$ cat config.mk
export PLATFORM = sky130hd
export DESIGN_NAME = ctrl_pipe
export DESIGN_NICKNAME = d
export VERILOG_FILES = /design/src/rtl/ctrl_pkg.sv /design/src/rtl/ctrl_decode.sv /design/src/rtl/ctrl_pipe.sv
export SDC_FILE = /design/constraint.sdc
export NUM_CORES = 1
export LEC_CHECK = 0
export CELL_PAD_IN_SITES_DETAIL_PLACEMENT = 1
export CELL_PAD_IN_SITES_GLOBAL_PLACEMENT = 1
export CORE_MARGIN = 2
export CORE_UTILIZATION = 25
export DETAILED_ROUTE_END_ITERATION = 10
export GPL_TIMING_DRIVEN = 0
export PLACE_DENSITY_LB_ADDON = 0.1
export REMOVE_ABC_BUFFERS = 1
export SLEW_MARGIN = 30
export SYNTH_ARGS = -nofsm -noshare
export SYNTH_HDL_FRONTEND = slang
export SYNTH_HIERARCHICAL = 1
export SYNTH_SLANG_ARGS = --single-unit
$ cat constraint.sdc
create_clock -name clk -period 3 [get_ports clk]
set_input_delay 0.75 -clock clk [delete_from_list [all_inputs] [get_ports clk]]
set_output_delay 0.75 -clock clk [all_outputs]
set_load 0.05 [all_outputs]
$ cat src/rtl/ctrl_pkg.sv
// Shared definitions for the pipelined main-control unit: opcodes, bundle
// layouts and the stall FSM encoding.
package ctrl_pkg;

  localparam logic [5:0] OP_RTYPE = 6'b000000;
  localparam logic [5:0] OP_LW    = 6'b100011;
  localparam logic [5:0] OP_SW    = 6'b101011;
  localparam logic [5:0] OP_BEQ   = 6'b000100;
  localparam logic [5:0] OP_ADDI  = 6'b001000;
  localparam logic [5:0] OP_NOP   = 6'b100000;

  localparam int EX_W = 4;
  localparam int M_W  = 3;
  localparam int WB_W = 2;

  localparam int M_BRANCH    = 2;
  localparam int M_MEMREAD   = 1;
  localparam int M_MEMWRITE  = 0;
  localparam int WB_REGWRITE = 1;
  localparam int WB_MEMTOREG = 0;

  localparam int STALL_CNT_W = 3;

  typedef struct packed {
    logic [EX_W-1:0] ex;   // {RegDst, ALUOp[1:0], ALUSrc}
    logic [M_W-1:0]  m;
    logic [WB_W-1:0] wb;
  } ctrl_bundle_t;

  localparam ctrl_bundle_t CTRL_BUBBLE = '{ex: 4'b0000, m: 3'b000, wb: 2'b00};

  typedef enum logic [0:0] {
    ST_IDLE  = 1'b0,
    ST_STALL = 1'b1
  } stall_state_t;

endpackage

$ cat src/rtl/ctrl_decode.sv
// Combinational opcode decoder producing the EX/M/WB control bundles and a
// flag telling whether the opcode is one the datapath implements.
module ctrl_decode
  import ctrl_pkg::*;
(
  input  logic [5:0]   opcode,
  output ctrl_bundle_t ctrl,
  output logic         legal
);

  // Opcode lookup; unknown opcodes decode to an all-zero bubble.
  always_comb begin
    ctrl  = CTRL_BUBBLE;
    legal = 1'b1;
    case (opcode)
      OP_RTYPE: begin
        ctrl.ex              = 4'b1100;
        ctrl.wb[WB_REGWRITE] = 1'b1;
      end
      OP_LW: begin
        ctrl.ex              = 4'b0001;
        ctrl.m[M_MEMREAD]    = 1'b1;
        ctrl.wb[WB_REGWRITE] = 1'b1;
        ctrl.wb[WB_MEMTOREG] = 1'b1;
      end
      OP_SW: begin
        ctrl.ex              = 4'b0001;
        ctrl.m[M_MEMWRITE]   = 1'b1;
      end
      OP_BEQ: begin
        ctrl.ex              = 4'b0010;
        ctrl.m[M_BRANCH]     = 1'b1;
      end
      OP_ADDI: begin
        ctrl.ex              = 4'b0001;
        ctrl.wb[WB_REGWRITE] = 1'b1;
      end
      OP_NOP: begin
        ctrl = CTRL_BUBBLE;
      end
      default: begin
        ctrl  = CTRL_BUBBLE;
        legal = 1'b0;
      end
    endcase
  end

endmodule

$ cat src/rtl/ctrl_pipe.sv
// Pipelined main control: decode in ID, ID/EX -> EX/MEM -> MEM/WB control
// registers, load-use stall FSM, branch flush and illegal-opcode tracking.
module ctrl_pipe
  import ctrl_pkg::*;
#(
  parameter int REG_AW       = 5,
  parameter int STALL_CYCLES = 1,
  parameter int CNT_W        = 8
) (
  input  logic              clk,
  input  logic              rst_n,
  input  logic              id_valid,
  input  logic [5:0]        id_opcode,
  input  logic [REG_AW-1:0] id_rs,
  input  logic [REG_AW-1:0] id_rt,
  input  logic              branch_taken,
  output logic [EX_W-1:0]   idex_ex,
  output logic [M_W-1:0]    idex_m,
  output logic [WB_W-1:0]   idex_wb,
  output logic [M_W-1:0]    exmem_m,
  output logic [WB_W-1:0]   exmem_wb,
  output logic [WB_W-1:0]   memwb_wb,
  output logic              pc_write,
  output logic              ifid_write,
  output logic              illegal_op,
  output logic [CNT_W-1:0]  illegal_cnt
);

  localparam logic [STALL_CNT_W-1:0] STALL_RELOAD = STALL_CNT_W'(STALL_CYCLES - 1);
  // With a single bubble the IDLE-state hazard cycle is the whole stall.
  localparam logic MULTI_STALL = (STALL_CYCLES > 1) ? 1'b1 : 1'b0;
  localparam logic [CNT_W-1:0] CNT_MAX = {CNT_W{1'b1}};

  ctrl_bundle_t             dec_s;
  logic                     dec_legal_s;
  logic                     hazard_s;
  logic                     stall_s;
  logic                     bubble_s;
  logic                     illegal_hit_s;

  ctrl_bundle_t             idex_q, idex_d;
  logic [REG_AW-1:0]        idex_rt_q, idex_rt_d;
  logic [M_W-1:0]           exmem_m_q, exmem_m_d;
  logic [WB_W-1:0]          exmem_wb_q, exmem_wb_d;
  logic [WB_W-1:0]          memwb_wb_q, memwb_wb_d;
  stall_state_t             state_q, state_d;
  logic [STALL_CNT_W-1:0]   cnt_q, cnt_d;
  logic                     illegal_q, illegal_d;
  logic [CNT_W-1:0]         illegal_cnt_q, illegal_cnt_d;

  ctrl_decode u_decode (
    .opcode (id_opcode),
    .ctrl   (dec_s),
    .legal  (dec_legal_s)
  );

  // Load-use hazard: the load in EX writes a register the ID instruction reads.
  always_comb begin
    hazard_s = idex_q.m[M_MEMREAD] & id_valid & (idex_rt_q != {REG_AW{1'b0}}) &
               ((idex_rt_q == id_rs) | (idex_rt_q == id_rt));
  end

  // Stall FSM next state; a taken branch squashes any pending stall.
  always_comb begin
    state_d = state_q;
    cnt_d   = cnt_q;
    if (branch_taken) begin
      state_d = ST_IDLE;
      cnt_d   = 3'd0;
    end else begin
      case (state_q)
        ST_IDLE: begin
          if (hazard_s && MULTI_STALL) begin
            state_d = ST_STALL;
            cnt_d   = STALL_RELOAD;
          end else begin
            state_d = ST_IDLE;
            cnt_d   = 3'd0;
          end
        end
        ST_STALL: begin
          if (cnt_q <= 3'd1) begin
            if (hazard_s && MULTI_STALL) begin
              state_d = ST_STALL;
              cnt_d   = STALL_RELOAD;
            end else begin
              state_d = ST_IDLE;
              cnt_d   = 3'd0;
            end
          end else begin
            state_d = ST_STALL;
            cnt_d   = cnt_q - 3'd1;
          end
        end
        default: begin
          state_d = ST_IDLE;
          cnt_d   = 3'd0;
        end
      endcase
    end
  end

  // Stall FSM outputs.
  always_comb begin
    stall_s    = (state_q == ST_STALL) | ((state_q == ST_IDLE) & hazard_s);
    pc_write   = ~stall_s | branch_taken;
    ifid_write = ~stall_s | branch_taken;
  end

  // Control-register next values, bubble/flush insertion and illegal tracking.
  always_comb begin
    bubble_s      = ~id_valid | stall_s | branch_taken | ~dec_legal_s;
    illegal_hit_s = id_valid & ~dec_legal_s & ~stall_s & ~branch_taken;
    memwb_wb_d    = exmem_wb_q;
    if (branch_taken) begin
      exmem_m_d  = 3'b000;
      exmem_wb_d = 2'b00;
    end else begin
      exmem_m_d  = idex_q.m;
      exmem_wb_d = idex_q.wb;
    end
    if (bubble_s) begin
      idex_d    = CTRL_BUBBLE;
      idex_rt_d = {REG_AW{1'b0}};
    end else begin
      idex_d    = dec_s;
      idex_rt_d = id_rt;
    end
    illegal_d = illegal_q | illegal_hit_s;
    if (illegal_hit_s && (illegal_cnt_q != CNT_MAX)) begin
      illegal_cnt_d = illegal_cnt_q + {{(CNT_W-1){1'b0}}, 1'b1};
    end else begin
      illegal_cnt_d = illegal_cnt_q;
    end
  end

  // All state registers.
  always_ff @(posedge clk or negedge rst_n) begin
    if (!rst_n) begin
      idex_q        <= CTRL_BUBBLE;
      idex_rt_q     <= {REG_AW{1'b0}};
      exmem_m_q     <= 3'b000;
      exmem_wb_q    <= 2'b00;
      memwb_wb_q    <= 2'b00;
      state_q       <= ST_IDLE;
      cnt_q         <= 3'd0;
      illegal_q     <= 1'b0;
      illegal_cnt_q <= {CNT_W{1'b0}};
    end else begin
      idex_q        <= idex_d;
      idex_rt_q     <= idex_rt_d;
      exmem_m_q     <= exmem_m_d;
      exmem_wb_q    <= exmem_wb_d;
      memwb_wb_q    <= memwb_wb_d;
      state_q       <= state_d;
      cnt_q         <= cnt_d;
      illegal_q     <= illegal_d;
      illegal_cnt_q <= illegal_cnt_d;
    end
  end

  assign idex_ex     = idex_q.ex;
  assign idex_m      = idex_q.m;
  assign idex_wb     = idex_q.wb;
  assign exmem_m     = exmem_m_q;
  assign exmem_wb    = exmem_wb_q;
  assign memwb_wb    = memwb_wb_q;
  assign illegal_op  = illegal_q;
  assign illegal_cnt = illegal_cnt_q;

endmodule

==> results of run 1 <==
synth_stat cells:
master and n:
sky130_fd_sc_hd__a2111o_1 1, sky130_fd_sc_hd__a2111oi_4 1, sky130_fd_sc_hd__a211oi_1 4, sky130_fd_sc_hd__a211oi_2 1, sky130_fd_sc_hd__a21oi_1 4, sky130_fd_sc_hd__a21oi_2 1
sky130_fd_sc_hd__a31oi_1 1, sky130_fd_sc_hd__and2_1 15, sky130_fd_sc_hd__buf_4 3, sky130_fd_sc_hd__buf_6 1, sky130_fd_sc_hd__clkbuf_1 3, sky130_fd_sc_hd__dfrtp_1 34
sky130_fd_sc_hd__ha_1 3, sky130_fd_sc_hd__inv_1 4, sky130_fd_sc_hd__mux2_1 1, sky130_fd_sc_hd__mux2_2 3, sky130_fd_sc_hd__nand2_1 9, sky130_fd_sc_hd__nand2b_1 1
sky130_fd_sc_hd__nand3_1 6, sky130_fd_sc_hd__nand4_1 1, sky130_fd_sc_hd__nand4b_1 2, sky130_fd_sc_hd__nor2_1 5, sky130_fd_sc_hd__nor2b_1 6, sky130_fd_sc_hd__nor4_1 2
sky130_fd_sc_hd__nor4b_1 4, sky130_fd_sc_hd__o21ai_0 2, sky130_fd_sc_hd__o21bai_1 2, sky130_fd_sc_hd__o22ai_2 1, sky130_fd_sc_hd__o311a_1 1, sky130_fd_sc_hd__or3_1 2
sky130_fd_sc_hd__or3_4 1, sky130_fd_sc_hd__or4_1 1, sky130_fd_sc_hd__or4b_1 1, sky130_fd_sc_hd__xnor2_1 11, sky130_fd_sc_hd__xor2_1 4
layout make-up:
cell class,count,area (um2)
Clock buffer,5,68.8
Clock inverter,2,10.0
Fill cell,716,4050
Inverter,4,15.0
Multi-Input combinational cell,97,747
Sequential cell,34,851
Tap cell,77,96.3
Timing Repair Buffer,48,480
power by group through the flow:
stage	clock [mW]	combinational (mW)	sequential, mW
6_report	0.321	0.346	0.542
4_1_cts	0.338	0.350	0.544
3_3_place_gp	0	0.339	0.550
5_1_grt	0.363	0.371	0.551
2_1_floorplan	0	0.0751	0.672
3_5_place_dp	0	0.345	0.553
cells by family after synthesis:
logic type                 synth area share
AOI/OAI and AO/OA                     0.101
buffers and inverters                0.0370
and+or+nand+nor                       0.205
xor gates and xnor gates             0.0810
adders and majority gates            0.0232
muxes                                0.0278
DFF                                   0.525
per-layer routing:
layer | global-route usage | wire, um
met1 | 0.150 | 1690
met3 | 0.0472 | 242
met2 | 0.183 | 1730
met4 | 0.0433 | 69
met5 | 0 | 0
timing repair:
| action | 4_1_cts | 5_1_grt |
|---|---|---|
| pin swaps | 1 | 1 |
| gates resized for setup | 12 | 9 |
| endpoints found under the setup margin | 4 | 3 |
| buffers inserted | 1 | 0 |
sequential cells by signal, summed over array words and instances (netlist names):
register / flops
cnt_q: 3
exmem_m: 3
exmem_wb: 2
idex_ex: 4
idex_m: 3
idex_rt_q: 5
idex_wb: 2
illegal_cnt: 8
illegal_op: 1
memwb_wb: 2
state_q: 1
path summary, 6_finish.rpt:
| path | from | to | slack (ps) | depth (start not counted) |
|---|---|---|---|---|
| min in group clk | exmem_wb[1]$_DFF_PN0_ | memwb_wb[1]$_DFF_PN0_ | 380 | 0 |
| hold / removal | rst_n | exmem_m[0]$_DFF_PN0_ | 320 | 1 |
| setup / recovery | id_rt[2] | ifid_write | 80 | 7 |
| setup reg to reg | idex_rt_q[0]$_DFF_PN0_ | illegal_cnt[6]$_DFFE_PN0P_ | 920 | 4 |
| hold reg to reg | exmem_wb[1]$_DFF_PN0_ | memwb_wb[1]$_DFF_PN0_ | 380 | 0 |
| max in group asynchronous | rst_n | illegal_cnt[6]$_DFFE_PN0P_ | 2260 | 2 |
metrics by stage:
step | util | worst slack [ps] | power, mW
3_5_place_dp | 0.340 | -763 | 0.898
6_report | 0.359 | 81.8 | 1.21
4_1_cts | 0.355 | -52.2 | 1.23
5_1_grt | 0.359 | 3.07 | 1.29
2_1_floorplan | - | -525 | 0.748
3_3_place_gp | 0.338 | -744 | 0.889
==> impl_metrics.prom, run 1 <==
# TYPE chip_impl_metric gauge
chip_impl_metric{name="finalSetupTns",unit="ps"} 0
chip_impl_metric{name="path_clk_slew",unit="ps"} 70
chip_impl_metric{name="cellInternalPower",unit="uW"} 784
chip_impl_info{name="class_of_the_worst_hold_path",value="in2async"} 1
chip_impl_info{name="rsz0062_at_grt",value="no"} 1
chip_impl_metric{name="dp.final_hpwl",unit="mm"} 2.85
chip_impl_info{name="worstSetupEndpointType",value="output pin"} 1
chip_impl_metric{name="synth_top_area_share",unit=""} 0.525
chip_impl_info{name="clock_tree_root_driver_cell",value="sky130_fd_sc_hd__clkbuf_8"} 1
chip_impl_info{name="netlist.top_cell.by_area",value="sky130_fd_sc_hd__dfrtp_1"} 1
chip_impl_metric{name="timing.final.setup_violations",unit=""} 0
chip_impl_metric{name="vias",unit=""} 1233
chip_impl_metric{name="detail_route.iter0.violations",unit=""} 28
chip_impl_metric{name="grt_usage",unit=""} 0.119
chip_impl_metric{name="grt_remaining_overflow",unit=""} 0
chip_impl_metric{name="final_layout_size_suffix_gt1_frac",unit=""} 0.121
chip_impl_metric{name="vias_in_the_first_global_route",unit=""} 1325
chip_impl_metric{name="clk-insertion-delay-late",unit="ps"} 280
chip_impl_info{name="crit_path_start_kind",value="input pin"} 1
chip_impl_metric{name="power_frac_clock",unit=""} 0.265
chip_impl_info{name="layout_commonest_cell",value="sky130_fd_sc_hd__clkdlybuf4s50_1"} 1
chip_impl_metric{name="number_of_buffers_inserted_by_port_buffering",unit=""} 46
chip_impl_metric{name="dpl_cell_area",unit="um2"} 2150
chip_impl_metric{name="row_count",unit=""} 29
chip_impl_metric{name="timing.critical_path.arrival",unit="ps"} 2170
chip_impl_metric{name="final-hold-violation-count",unit=""} 0
chip_impl_metric{name="p_comb_frac",unit=""} 0.286
chip_impl_metric{name="synth-seq-cells",unit=""} 34
chip_impl_metric{name="drv.max_cap_violation_count",unit=""} 0
chip_impl_metric{name="drtPass1Iterations",unit=""} 4
chip_impl_metric{name="die_outline_area",unit="um2"} 7150
chip_impl_metric{name="ant_nets",unit=""} 0
chip_impl_info{name="crit_chain",value="clkdlybuf4s50_1 > xnor2_1 > nand3_1 > o22ai_4 > and2_4 > o21bai_1 > buf_4"} 1
chip_impl_metric{name="cts.hold.buffers_added",unit=""} 0
chip_impl_metric{name="leakagePower",unit="nW"} 0.948
chip_impl_metric{name="syn_area",unit="um2"} 1620
chip_impl_metric{name="io_count",unit=""} 47
chip_impl_metric{name="floorplan.die.width",unit="um"} 84.5
chip_impl_info{name="worst_path_max_delay_cell",value="sky130_fd_sc_hd__clkdlybuf4s50_1"} 1
chip_impl_metric{name="power_density",unit="nW/um2"} 533
chip_impl_metric{name="synthesis.area_per_instance",unit="um2"} 11.4
chip_impl_metric{name="postLayoutCellArea",unit="um2"} 2270
chip_impl_metric{name="max_stage_delay",unit="ps"} 490
chip_impl_metric{name="cp_max_fo",unit=""} 2
chip_impl_metric{name="core_area",unit="um2"} 6310
chip_impl_metric{name="post-route-period-util",unit=""} 0.973
chip_impl_metric{name="post-place-cells",unit=""} 259
chip_impl_info{name="path_class",value="in2out"} 1
chip_impl_metric{name="power_frac_seq",unit=""} 0.449
chip_impl_metric{name="max-vdd-ir-drop",unit="uV"} 264
chip_impl_metric{name="tritoncts_num_sinks",unit=""} 34
chip_impl_metric{name="num_cts_buffers",unit=""} 5
chip_impl_metric{name="yosys_warnings",unit=""} 6
chip_impl_metric{name="wirelength",unit="mm"} 3.73
chip_impl_metric{name="finalMaxSlewViolations",unit=""} 0
chip_impl_metric{name="die-height",unit="um"} 84.5
chip_impl_metric{name="routed_via_density",unit=""} 4.62
chip_impl_metric{name="tightest_slew",unit="ps"} 554
chip_impl_metric{name="pin_count_of_the_biggest_net_entering_global_routing",unit=""} 27
chip_impl_metric{name="cts-htree-levels",unit=""} 2
chip_impl_metric{name="post_layout_nonfiller_instances",unit=""} 267
chip_impl_metric{name="diodes",unit=""} 0
chip_impl_metric{name="fmaxAchievable",unit="GHz"} 0.343
chip_impl_metric{name="net-switching-power",unit="uW"} 425
chip_impl_info{name="outcome",value="complete, no violations"} 1
chip_impl_metric{name="critical_path_required",unit="ps"} 2250
chip_impl_info{name="most-common-layout-cells",value="sky130_fd_sc_hd__clkdlybuf4s50_1 (42), sky130_fd_sc_hd__dfrtp_1 (34), sky130_fd_sc_hd__and2_1 (14), sky130_fd_sc_hd__xnor2_1 (11), sky130_fd_sc_hd__nand2_1 (9)"} 1
chip_impl_metric{name="critPathBufInv",unit=""} 2
chip_impl_metric{name="ys_seq_area_frac",unit=""} 0.525
chip_impl_metric{name="gp_routability_congestion",unit=""} 0.803
chip_impl_metric{name="slew-limit-headroom",unit=""} 0.631
chip_impl_info{name="timing.critical_path.max_delay_family",value="buffers and inverters"} 1
chip_impl_info{name="tritoncts",value="built"} 1
chip_impl_info{name="synth_area_leaders",value="sky130_fd_sc_hd__dfrtp_1 (52%), sky130_fd_sc_hd__xnor2_1 (5.9%), sky130_fd_sc_hd__and2_1 (5.8%)"} 1
chip_impl_metric{name="period_minus_slack",unit="ps"} 2920
chip_impl_metric{name="final_clock_skew",unit="ps"} 4.99
chip_impl_metric{name="wl_per_cell",unit="um"} 14.0
chip_impl_metric{name="max-clock-path-buffers",unit=""} 2
chip_impl_metric{name="synthCells",unit=""} 142
chip_impl_metric{name="power.switching_fraction",unit=""} 0.351
chip_impl_metric{name="grt_first_pass_wirelength",unit="mm"} 6.67
chip_impl_metric{name="post_synth_num_cell_types",unit=""} 35
chip_impl_metric{name="start_util",unit=""} 0.257
chip_impl_metric{name="final_nets",unit=""} 213
chip_impl_metric{name="area_growth_syn_to_layout",unit="%"} 39.9
chip_impl_metric{name="drc",unit=""} 0
chip_impl_metric{name="antenna_found_initial",unit=""} 0
chip_impl_metric{name="timing.hold.ws",unit="ps"} 325
No activity file was read; power rests on OpenSTA's default activity.
==> run 2, diff against run 1 <==
==> constraint.sdc (replaced) <==
create_clock -name clk -period 3 [get_ports clk]
set_input_delay 0.3 -clock clk [delete_from_list [all_inputs] [get_ports clk]]
set_output_delay 0.3 -clock clk [all_outputs]
set_load 0.02 [all_outputs]
==> run 2 against run 1 <==
Net effect: clock power is essentially flat; sequential power barely moved; clock skew barely moved; cell area fell by 0.83%; power down 7.5%; final cell count unchanged; sequential share of layout area up 0.31 points; global-route usage barely moved; combinational power decreased by 25%; sequential cell count did not move.
==> impl_metrics.prom, run 2 (synthesized netlist as in run 1, its figures left out) <==
# TYPE chip_impl_metric gauge
chip_impl_metric{name="grt.met3_usage",unit=""} 0.0472
chip_impl_metric{name="grt.met2_usage",unit=""} 0.185
chip_impl_metric{name="post-place-cells",unit=""} 259
chip_impl_metric{name="final_clock_skew",unit="ps"} 5.14
chip_impl_info{name="outcome",value="complete, no violations"} 1
chip_impl_metric{name="final_layout_size_suffix_gt1_frac",unit=""} 0.100
chip_impl_metric{name="cts-htree-levels",unit=""} 2
chip_impl_metric{name="core_area",unit="um2"} 6310
chip_impl_metric{name="final_nets",unit=""} 213
chip_impl_metric{name="number_of_buffers_inserted_by_port_buffering",unit=""} 46
chip_impl_metric{name="wl_per_cell",unit="um"} 14.0
chip_impl_metric{name="grt_first_pass_wirelength",unit="mm"} 6.70
chip_impl_metric{name="ff2ff_setup_slack",unit="ps"} 870
chip_impl_metric{name="pin_count_of_the_biggest_net_entering_global_routing",unit=""} 27
chip_impl_metric{name="floorplan.die.width",unit="um"} 84.5
chip_impl_metric{name="timing.final.setup_violations",unit=""} 0
chip_impl_metric{name="grt_remaining_overflow",unit=""} 0
chip_impl_metric{name="routed_via_density",unit=""} 4.57
chip_impl_metric{name="power_density",unit="nW/um2"} 497
chip_impl_metric{name="vias",unit=""} 1220
chip_impl_metric{name="critPathBufInv",unit=""} 1
chip_impl_metric{name="cp_max_fo",unit=""} 9
chip_impl_metric{name="area_growth_syn_to_layout",unit="%"} 38.7
chip_impl_metric{name="gp_routability_congestion",unit=""} 0.803
chip_impl_metric{name="num_cts_buffers",unit=""} 5
chip_impl_info{name="worstSetupEndpointType",value="output pin"} 1
chip_impl_metric{name="critical_path_required",unit="ps"} 2700
chip_impl_metric{name="antenna_found_initial",unit=""} 0
chip_impl_info{name="class_of_the_worst_hold_path",value="reg2reg"} 1
chip_impl_info{name="tritoncts",value="built"} 1
chip_impl_info{name="crit_chain",value="or3_1 > o311a_2 > and2_1 > o21bai_1 > dlymetal6s2s_1"} 1
chip_impl_metric{name="max-clock-path-buffers",unit=""} 2
chip_impl_info{name="rsz0062_at_grt",value="no"} 1
chip_impl_metric{name="worst_hold_path.num_cells",unit=""} 0
chip_impl_info{name="path_class",value="reg2out"} 1
chip_impl_metric{name="clk-insertion-delay-late",unit="ps"} 280
chip_impl_metric{name="drc",unit=""} 0
chip_impl_info{name="launch_point_of_the_worst_hold_path",value="exmem_wb[1]$_DFF_PN0_"} 1
chip_impl_metric{name="final-hold-violation-count",unit=""} 0
chip_impl_metric{name="max_stage_delay",unit="ps"} 450
chip_impl_metric{name="grt_usage",unit=""} 0.119
chip_impl_metric{name="ant_nets",unit=""} 0
chip_impl_metric{name="fmaxAchievable",unit="GHz"} 0.399
chip_impl_metric{name="tightest_slew",unit="ps"} 559
chip_impl_info{name="timing.hold.worst_endpoint",value="memwb_wb[1]$_DFF_PN0_"} 1
chip_impl_metric{name="slew-limit-headroom",unit=""} 0.628
chip_impl_metric{name="tritoncts_num_sinks",unit=""} 34
chip_impl_metric{name="io_count",unit=""} 47
chip_impl_metric{name="die_outline_area",unit="um2"} 7150
chip_impl_metric{name="globalRouteMet1Util",unit=""} 0.150
chip_impl_metric{name="dp.final_hpwl",unit="mm"} 2.85
chip_impl_metric{name="wirelength",unit="mm"} 3.73
chip_impl_metric{name="totalPowerFinal",unit="mW"} 1.12
chip_impl_metric{name="row_count",unit=""} 29
chip_impl_metric{name="die-height",unit="um"} 84.5
chip_impl_metric{name="timing.critical_path.arrival",unit="ps"} 2210
chip_impl_metric{name="post-route-period-util",unit=""} 0.836
chip_impl_info{name="layout_commonest_cell",value="sky130_fd_sc_hd__clkdlybuf4s50_1"} 1
chip_impl_metric{name="path_clk_slew",unit="ps"} 70
chip_impl_info{name="most-common-layout-cells",value="sky130_fd_sc_hd__clkdlybuf4s50_1 (43), sky130_fd_sc_hd__dfrtp_1 (34), sky130_fd_sc_hd__and2_1 (15), sky130_fd_sc_hd__xnor2_1 (11), sky130_fd_sc_hd__nand2_1 (9)"} 1
chip_impl_metric{name="period_minus_slack",unit="ps"} 2510
chip_impl_info{name="worst_path_max_delay_cell",value="sky130_fd_sc_hd__o311a_2"} 1
chip_impl_metric{name="finalMaxSlewViolations",unit=""} 0
chip_impl_metric{name="detail_route.iter0.violations",unit=""} 34
chip_impl_metric{name="post_layout_nonfiller_instances",unit=""} 267
chip_impl_info{name="grt_most_used_layer",value="met2"} 1
chip_impl_metric{name="r2r.worst_path.cells",unit=""} 4
chip_impl_metric{name="flip_flop_count_of_the_largest_register_after_layout",unit=""} 8
chip_impl_metric{name="drv.max_cap_violation_count",unit=""} 0
chip_impl_info{name="clock_tree_root_driver_cell",value="sky130_fd_sc_hd__clkbuf_8"} 1
chip_impl_metric{name="filler_cell_count",unit=""} 711
chip_impl_metric{name="start_util",unit=""} 0.257
chip_impl_info{name="timing.critical_path.max_delay_family",value="compound AO/OA/AOI/OAI gates"} 1
chip_impl_metric{name="drtPass1Iterations",unit=""} 4
chip_impl_info{name="worstReg2RegEnd",value="illegal_cnt[6]$_DFFE_PN0P_"} 1
chip_impl_metric{name="leakagePower",unit="nW"} 0.934
chip_impl_metric{name="max-vdd-ir-drop",unit="uV"} 176
chip_impl_metric{name="diodes",unit=""} 0
chip_impl_info{name="crit_path_start_kind",value="register"} 1
chip_impl_info{name="worst_r2r_startpoint",value="idex_rt_q[0]$_DFF_PN0_"} 1
chip_impl_metric{name="vias_in_the_first_global_route",unit=""} 1321
run 2: area by class of cell:
| type | instances | area, um2 | share of cell area |
|---|---|---|---|
| Multi-Input combinational cell | 97 | 718 | 0.319 |
| Inverter | 4 | 15.0 | 0.00667 |
| Tap cell | 77 | 96.3 | 0.0428 |
| Clock buffer | 5 | 68.8 | 0.0306 |
| Timing Repair Buffer | 48 | 490 | 0.218 |
| Sequential cell | 34 | 851 | 0.378 |
| Clock inverter | 2 | 10.0 | 0.00445 |
run 2: worst max path at each step:
stage / from / to / slack, ps / cells past startpoint
finish: idex_rt_q[0]$_DFF_PN0_ / ifid_write / 490 / 5
global route: id_opcode[2] / illegal_cnt[6]$_DFFE_PN0P_ / 350 / 7
CTS: idex_rt_q[0]$_DFF_PN0_ / ifid_write / 40 / 5
detailed placement: id_opcode[2] / illegal_cnt[6]$_DFFE_PN0P_ / -4 / 7
global placement: id_opcode[2] / illegal_cnt[6]$_DFFE_PN0P_ / 10 / 7
floorplan: idex_rt_q[0]$_DFF_PN0_ / ifid_write / 730 / 4
run 2: stage by stage:
stage | hold WS [ps] | setup WS [ps] | cell area [um2] | TNS [ps] | utilization
final | 376 | 492 | 2250 | 0 | 0.356
after floorplan | 4.41 | 726 | 1580 | 0 | -
after global placement | 360 | 13.1 | 2130 | 0 | 0.338
after global routing | 391 | 347 | 2250 | 0 | 0.356
after detailed placement | 181 | -4.45 | 2150 | -4.45 | 0.340
after CTS | 381 | 42.6 | 2240 | 0 | 0.354
run 2: what timing repair did:
| item | 4_1_cts | 5_1_grt |
|---|---|---|
| hold buffers | 1 | 0 |
| buffers inserted | 0 | 0 |
| hold endpoints to repair | 8 | 0 |
| resized for setup | 0 | 4 |
| setup endpoints to repair | 0 | 3 |
run 2: per-layer routing:
layer | share of wire | routed length, um
met1 | 0.45 | 1690
met2 | 0.48 | 1780
met3 | 0.058 | 216
met4 | 0.012 | 46
met5 | 0 | 0
run 2: worst reg2reg max path: stages (launching register included):
cell	delay, ps
sky130_fd_sc_hd__dfrtp_1	410
sky130_fd_sc_hd__or3_1	400
sky130_fd_sc_hd__o311a_2	450
sky130_fd_sc_hd__a2111oi_4	400
sky130_fd_sc_hd__mux2_1	350
run 2: power breakdown:
part           switching (mW)  total (mW)  internal, mW
sequential             0.0459       0.542         0.496
combinational           0.126       0.258         0.131
clock                   0.162       0.318         0.156
total                   0.335        1.12         0.783
